[src/rtl/even_sample_fifo_pkg.sv]
// even_fifo_pkg: shared constants and helpers for even_sample_fifo.
package even_fifo_pkg;
    localparam int ODD_CNT_W = 8;
    localparam logic [ODD_CNT_W-1:0] ODD_CNT_MAX = 8'hFF;
    function automatic int ptr_w(input int depth);
        return $clog2(depth);
    endfunction
endpackage

[src/rtl/even_sample_fifo_if.sv]
// even_sample_fifo_if: producer/consumer handshake and status bundle of even_sample_fifo.
interface even_sample_fifo_if
    import even_fifo_pkg::*;
#(
    parameter int WIDTH = 32,
    parameter int DEPTH = 4
);
    localparam int CW = ptr_w(DEPTH) + 1;
    logic                 in_valid;
    logic                 in_ready;
    logic [WIDTH-1:0]     in_data;
    logic                 out_valid;
    logic                 out_ready;
    logic [WIDTH-1:0]     out_data;
    logic [CW-1:0]        count;
    logic [ODD_CNT_W-1:0] odd_cnt;
    modport master (
        output in_valid, in_data, out_ready,
        input  in_ready, out_valid, out_data, count, odd_cnt
    );
    modport slave (
        input  in_valid, in_data, out_ready,
        output in_ready, out_valid, out_data, count, odd_cnt
    );
endinterface

[src/rtl/even_sample_fifo_sat_counter.sv]
// sat_counter: increments on inc and holds at all-ones until reset.
module sat_counter #(
    parameter int W = 8
) (
    input  logic         clk,
    input  logic         rst,
    input  logic         inc,
    output logic [W-1:0] value
);
    logic [W-1:0] r_value;
    always_ff @(posedge clk) begin
        if (rst) r_value <= '0;
        else if (inc && r_value != '1) r_value <= r_value + W'(1);
    end
    assign value = r_value;
endmodule

[src/rtl/even_sample_fifo.sv]
// even_sample_fifo: show-ahead FIFO storing only even words; odd words are dropped and counted.
// Define EVEN_SAMPLE_FIFO_ASSERT_EN to compile in the runtime property checks.
module even_sample_fifo
    import even_fifo_pkg::*;
#(
    parameter int WIDTH = 32,
    parameter int DEPTH = 4
) (
    input logic                clk,
    input logic                rst,
    even_sample_fifo_if.slave  bus
);
    localparam int PW = ptr_w(DEPTH);
    localparam int CW = PW + 1;

    logic [WIDTH-1:0] r_mem [DEPTH];
    logic [PW-1:0]    r_wr_ptr;
    logic [PW-1:0]    r_rd_ptr;
    logic [CW-1:0]    r_count;

    logic w_full, w_push, w_wr, w_odd, w_pop;
    assign w_full = r_count == CW'(DEPTH);
    assign w_push = bus.in_valid && bus.in_ready;
    assign w_wr   = w_push && !bus.in_data[0];
    assign w_odd  = w_push && bus.in_data[0];
    assign w_pop  = bus.out_valid && bus.out_ready;

    // in_ready gated by rst so nothing is accepted in the reset cycle
    assign bus.in_ready  = !rst && !w_full;
    assign bus.out_valid = r_count != '0;
    assign bus.out_data  = bus.out_valid ? r_mem[r_rd_ptr] : '0;
    assign bus.count     = r_count;

    always_ff @(posedge clk) begin
        if (w_wr) r_mem[r_wr_ptr] <= bus.in_data;
    end

    always_ff @(posedge clk) begin
        if (rst) begin
            r_wr_ptr <= '0;
            r_rd_ptr <= '0;
            r_count  <= '0;
        end else begin
            if (w_wr) r_wr_ptr <= r_wr_ptr + PW'(1);
            if (w_pop) r_rd_ptr <= r_rd_ptr + PW'(1);
            r_count <= r_count + CW'(w_wr) - CW'(w_pop);
        end
    end

    sat_counter #(.W(ODD_CNT_W)) u_odd_cnt (
        .clk   (clk),
        .rst   (rst),
        .inc   (w_odd),
        .value (bus.odd_cnt)
    );

`ifdef EVEN_SAMPLE_FIFO_ASSERT_EN
    logic [ODD_CNT_W-1:0] r_prev_odd;
    always_ff @(posedge clk) begin
        r_prev_odd <= rst ? '0 : bus.odd_cnt;
        if (!rst) begin
            p0: assert (!bus.out_valid || !bus.out_data[0]);
            p1: assert (r_count <= CW'(DEPTH));
            p2: assert (!w_full || !bus.in_ready);
            p3: assert (r_count != '0 || bus.out_data == '0);
            p4: assert (bus.odd_cnt >= r_prev_odd);
        end
    end
`else
`endif
endmodule

[src/flat_wrapper.sv]
// flat-port wrapper written by rule: the top's interface ports become plain ports
module even_sample_fifo_flat import even_fifo_pkg::*;
#(
    parameter int WIDTH = 32,
    parameter int DEPTH = 4
)
  (clk, rst, bus_in_valid, bus_in_data, bus_out_ready, bus_in_ready, bus_out_valid, bus_out_data, bus_count, bus_odd_cnt);
  even_sample_fifo_if #(.WIDTH(WIDTH), .DEPTH(DEPTH)) bus_i ();
  input logic clk;
  input logic rst;
  input wire logic [$bits(bus_i.in_valid)-1:0] bus_in_valid;
  input wire logic [$bits(bus_i.in_data)-1:0] bus_in_data;
  input wire logic [$bits(bus_i.out_ready)-1:0] bus_out_ready;
  output wire logic [$bits(bus_i.in_ready)-1:0] bus_in_ready;
  output wire logic [$bits(bus_i.out_valid)-1:0] bus_out_valid;
  output wire logic [$bits(bus_i.out_data)-1:0] bus_out_data;
  output wire logic [$bits(bus_i.count)-1:0] bus_count;
  output wire logic [$bits(bus_i.odd_cnt)-1:0] bus_odd_cnt;
  assign bus_i.in_valid = bus_in_valid;
  assign bus_i.in_data = bus_in_data;
  assign bus_i.out_ready = bus_out_ready;
  assign bus_in_ready = bus_i.in_ready;
  assign bus_out_valid = bus_i.out_valid;
  assign bus_out_data = bus_i.out_data;
  assign bus_count = bus_i.count;
  assign bus_odd_cnt = bus_i.odd_cnt;
  even_sample_fifo #(.WIDTH(WIDTH), .DEPTH(DEPTH)) u_core (.clk(clk), .rst(rst), .bus(bus_i));
endmodule
[config.mk]
export PLATFORM = sky130hd
export DESIGN_NAME = even_sample_fifo_flat
export DESIGN_NICKNAME = d
export VERILOG_FILES = /design/src/rtl/even_sample_fifo_pkg.sv /design/src/rtl/even_sample_fifo_if.sv /design/src/rtl/even_sample_fifo_sat_counter.sv /design/src/rtl/even_sample_fifo.sv /design/src/flat_wrapper.sv
export SDC_FILE = /design/constraint.sdc
export NUM_CORES = 1
export LEC_CHECK = 0
export ABC_AREA = 0
export CAP_MARGIN = 20
export CORE_AREA = 4 4 108 110
export DETAILED_ROUTE_END_ITERATION = 12
export DIE_AREA = 0 0 112 114
export HOLD_SLACK_MARGIN = 0.03
export PLACE_DENSITY = 0.88
export SYNTH_ARGS = -nofsm -noshare
export SYNTH_HDL_FRONTEND = slang
export SYNTH_SLANG_ARGS = --single-unit
[constraint.sdc]
create_clock -name clk -period 2.85 [get_ports clk]
set_input_delay 0.4275 -clock clk [delete_from_list [all_inputs] [get_ports clk]]
set_output_delay 0.4275 -clock clk [all_outputs]
set_load 0.02 [all_outputs]
After elaboration in Yosys (flattened, before gate mapping)
Memories as Yosys holds them, arrays and structs flattened. A register that Yosys moved wholly into a read port is not among the register bits.
Cells that the tools add are included.

cells by class
  add/subtract/negate cells = 5
  $mul = 0
  div/mod/pow operators = 0
  magnitude comparators = 0
  equal/unequal tests = 2
  shift operators = 0
  multiplexer cells = 5
  bitwise logic cells = 0
  reduce and logical (&&, ||, !) cells = 10

operator list
  cell                   number
  $mux W32               1
  $add A8 B1 Y8 const B  1
  $ne A8 B8 Y1 const B   1
  $logic_and A1 B1 Y1    6
  $add A2 B1 Y2 const B  2
  $mux W2                2
  $add A3 B1 Y3          1
  $eq A3 B3 Y1 const B   1
  $logic_not A1 Y1       3
  $reduce_bool A3 Y1     1
  $sub A3 B1 Y3          1
  $mux W1                2

storage, ports and cells
  register bits = 15
  latch bits = 0
  bits in writable memories = 128
  bits in read-only memories = 0
  input bits = 36
  output and inout port bits = 45
  word-level logic and storage cells = 27
  memories kept = 1

memory list
  memory        words  width  read ports  clocked after memory_dff  wr ports  RTL line                source
  u_core.r_mem  4      32     1           1                         1         even_sample_fifo.sv:16  logic [WIDTH-1:0] r_mem [DEPTH];

Longest topological paths before layout
  depth in word-level cells = 7
  gate-level depth with buffers = 9
  mapped depth without buffers = 8

Cells and area by module
From an unflattened synthesis, not the netlist that was laid out.

second synthesis, totals
  cell total of the unflattened synthesis = 300
  area total of the unflattened synthesis = 5,780.5 um2

modules (own cells, without submodules)
  module            times used  cells each  area an instance (um2)  sequential area each (um2)
  even_sample_fifo  1           254         5,350.1                 4,023.9
  sat_counter       1           46          430.4                   160.2

Least setup slack after synthesis
OpenSTA, ideal clock, no wires.

  path kind = register to register
  start point = register u_core.r_count[1] (netlist: u_core.bus.count[1])
  end point = memory u_core.r_mem[1][0] (enable)
  setup time = 0.392 ns
  data arrival time = 1.979 ns
  required time = 2.458 ns
  setup slack = 0.479 ns
  stages on the path, launching flop included = 4
  buffers on the path = 0
  period minus slack after synthesis = 2.371 ns
  path through = dfxtp_1 > nor3b_1 > nor4b_2 > and2_1

between the ends
  cells in the longest elaborated chain, start to end = 7

ends and longest elaborated chain
  element                        RTL line                source
  start: declaration             even_sample_fifo.sv:19  logic [CW-1:0] r_count;
  start signal: assignment       even_sample_fifo.sv:46  r_count <= r_count + CW'(w_wr) - CW'(w_pop);
  $eq A3 B3 Y1                   even_sample_fifo.sv:22  assign w_full = r_count == CW'(DEPTH);
  $logic_not A1 Y1               even_sample_fifo.sv:29  assign bus.in_ready = !rst && !w_full;
  $logic_and A1 B1 Y1            even_sample_fifo.sv:29
  $logic_and A1 B1 Y1            even_sample_fifo.sv:23  assign w_push = bus.in_valid && bus.in_ready;
  $logic_and A1 B1 Y1            even_sample_fifo.sv:24  assign w_wr = w_push && !bus.in_data[0];
  via u_core.w_wr                even_sample_fifo.sv:21  logic w_full, w_push, w_wr, w_odd, w_pop;
  $mux W1                        even_sample_fifo.sv:35  if (w_wr) r_mem[r_wr_ptr] <= bus.in_data;
  $mux W1 (not written as such)  even_sample_fifo.sv:35
  end: declaration               even_sample_fifo.sv:16

The timed path passes the listed nets, and every way through them passes these cells.

==> results.cfg <==
[grt]
grt_overflow = 0
grt_pass1_vias = 3199
antenna_found_initial = 0
grt_pass1_wl_um = 16600
grt_max_degree = 35
grt_usage_pct = 17.4

[logic_synthesis]
synth.largest_area_cell = edfxtp_1
ys_seq_elements = 145
yosys_most_used_dff = edfxtp_1
async_flop_share_pct = 0
syn_inst = 299
synthesis.area_um2 = 5690
yosysSeqAreaShare_pct = 73.6
synthTopCellsByCount = 128 x edfxtp_1, 37 x and2_1, 32 x mux4_2, 17 x dfxtp_1
synth_area_leaders = edfxtp_1 68%, mux4_2 13%, dfxtp_1 6.0%
synth.distinct_cells = 32
synth_edf_count = 128
synth_most_common_cell = edfxtp_1
netlist.area_leader.share_pct = 67.6
syn_area_per_cell_um2 = 19.0
synth_nets = 343
yosys_warnings = 0

[place]
port_buffers = 80
hpwl_um = 6480
place.gp.congestion = 0.716
pre_cts_ws_ns = 0.447
placed_area_um2 = 6720

[detailed_routing]
vias = 2957
drc = 0
wl_per_cell_um = 18.8
dr.pass1.iters = 4
drt-initial-drc-count = 115
vias_per_cell = 5.37
ant_nets = 0
totalWireLength_um = 10400

[die]
dieArea_um2 = 12800
start_util_pct = 53.1
io_pins = 81
die_w_um = 112
die_h_um = 114
core_area_um2 = 10700
rows = 38

[finish]
nFillCells = 720
utilization_pct = 68.3
layout-drive-gt1-share_pct = 20.2
num-nets-final = 442
fin_area_um2 = 7310
syn2layout_area_growth_pct = 28.5
diodes = 0

[critical_path]
crit_chain = buf_12 -> mux4_2 -> and2_1 -> clkdlybuf4s50_1
critPathKind = reg -> out
r2r_cells = 8
cp_slowest_cell = clkdlybuf4s50_1
end_kind = primary output
reg2reg_from = u_core.bus.count[2]
required_ns = 2.42
slowest_delay_ns = 0.54
worstPathMaxFanout = 17
arrival_ns = 2.32
r2r_slack_ns = 0.72
r2r-end = u_core.bus.count[2]
startpoint_type = register
critPathCapture = bus_out_data[31]

[sta]
hold_violations = 0
fin_crit_sh_pct = 96.3
max_clock_freq_mhz = 364
hold_ws_ns = 0.537
setup_viol = 0
fin_skew_ns = 0.00602
drv_slew = 0
min_period_ns = 2.75
fin_setup_tns_ns = 0
finalWorstSetupSlack_ns = 0.104
max-slew-margin-rel_pct = 63.5
grt_setup_unrepaired = false
worst_pin_slew_ns = 0.545

[cts]
hold_buffers = 0
path_clk_slew_ns = 0.06
cts_sinks = 145
clockRootBuffer = clkbuf_8
cts_max_level = 4
cts-root-to-sink-buffers = 2
clkLatencyLatePin_ns = 0.51
cts_tree = yes
numCtsBuffers = 17

[pwr]
p_leak_uw = 0.00241
ir_worst_vdd_v = 0.000606
power_density_nw_per_um2 = 892

[status]
status = complete, no violations

[min_path]
hold_path_class = reg -> reg

[run]
drv_cap = 0
==> worst min path at each step <==
stage	startpoint	end	slack, ns	depth (start not counted)
after floorplan	u_core.r_rd_ptr[1]	register	0.48	2
after global placement	u_core.u_odd_cnt.value[5]	u_core.u_odd_cnt.value[5]	0.51	2
after detailed placement	u_core.u_odd_cnt.value[5]	u_core.u_odd_cnt.value[5]	0.51	2
after CTS	bus_in_data[14]	u_core.r_mem[3][14]	0.52	1
after global routing	bus_in_data[8]	u_core.r_mem[2][8]	0.52	1
final	u_core.u_odd_cnt.value[5]	u_core.u_odd_cnt.value[5]	0.54	2
==> flip-flops by register name (all words and copies together) (netlist names), named ones only <==
register	flops
u_core.r_mem	128
u_core.r_rd_ptr	2
u_core.bus.count	3
u_core.r_wr_ptr	2
u_core.u_odd_cnt.value	8
==> cell usage in the layout, fill, tap and decap left out, drive strengths merged, types with 2 or more instances in the layout <==
cell / netlist / routed
ha: 7 / 7
clkinvlp: 0 / 6
o41ai: 2 / 2
and3: 2 / 2
edfxtp: 128 / 128
nand3: 4 / 4
inv: 8 / 9
or4: 2 / 2
nor3: 2 / 2
a21oi: 4 / 4
o311ai: 4 / 4
and4: 2 / 2
bufinv: 0 / 2
buf: 7 / 15
xnor2: 4 / 4
nor2: 8 / 8
dlymetal6s2s: 0 / 2
clkbuf: 8 / 18
dfxtp: 17 / 17
clkdlybuf4s50: 0 / 78
mux4: 32 / 32
clkinv: 0 / 5
or3: 3 / 3
nor2b: 2 / 2
nand2: 4 / 4
o21ai: 2 / 2
o31ai: 2 / 2
and2: 37 / 37
==> per-stage QoR <==
| step | std cells | power, µW |
|---|---|---|
| 6_report | 551 | 6520 |
| 5_1_grt | 551 | 6820 |
| 4_1_cts | 551 | 6580 |
| 3_5_place_dp | 519 | 4510 |
| 3_3_place_gp | 519 | 4480 |
| 2_1_floorplan | 299 | 3650 |
==> worst max-delay path: cells and delay by family (launching register included) <==
family,cells,cell delay [ns]
buffers and inverters,2,0.74
multiplexers,1,0.51
flip-flops,1,0.37
AND/OR/NAND/NOR,1,0.19
==> power by group <==
part	switching [µW]	internal, µW	total, µW
clock network	819	1240	2060
logic	985	1040	2020
registers	47.6	2390	2440
total	1850	4660	6520
==> cell type report <==
cell class                      instances  area [µm²]  share of cell area, %
Clock buffer                           18         418                   5.72
Multi-Input combinational cell        131        1410                   19.3
Timing Repair Buffer                   95         943                   12.9
Inverter                                8        30.0                  0.411
Tap cell                              140         175                   2.40
Clock inverter                         14         141                   1.93
Sequential cell                       145        4190                   57.3
==> metal layers <==
| layer | vias up | wire length [µm] | track usage [%] | part of all wire, % |
|---|---|---|---|---|
| met2 | 90 | 5350 | 29.1 | 52 |
| met1 | 1476 | 4320 | 21.8 | 42 |
| met4 | 0 | 95 | 5.05 | 0.92 |
| met5 | - | 0 | 0 | 0 |
| li1 | 1383 | - | - | - |
| met3 | 8 | 607 | 5.94 | 5.8 |
==> what timing repair did <==
action	4_1_cts	5_1_grt
pin swaps	0	0
resized for setup	3	5
setup endpoints to repair	31	13
setup buffers	0	0
==> cell families (layout without fill, tap and decap cells) <==
group                      Yosys count  after routing  synth area share (%)
AOI/OAI and AO/OA                   14             14                  1.72
DFF                                145            145                  73.6
and+or+nand+nor                     71             71                  7.55
xor gates and xnor gates             5              5                 0.770
muxes                               33             33                  12.9
adders and majority gates            8              8                  1.89
buffers and inverters               23            135                  1.63
Note: power is estimated with default switching activity, not from simulation.
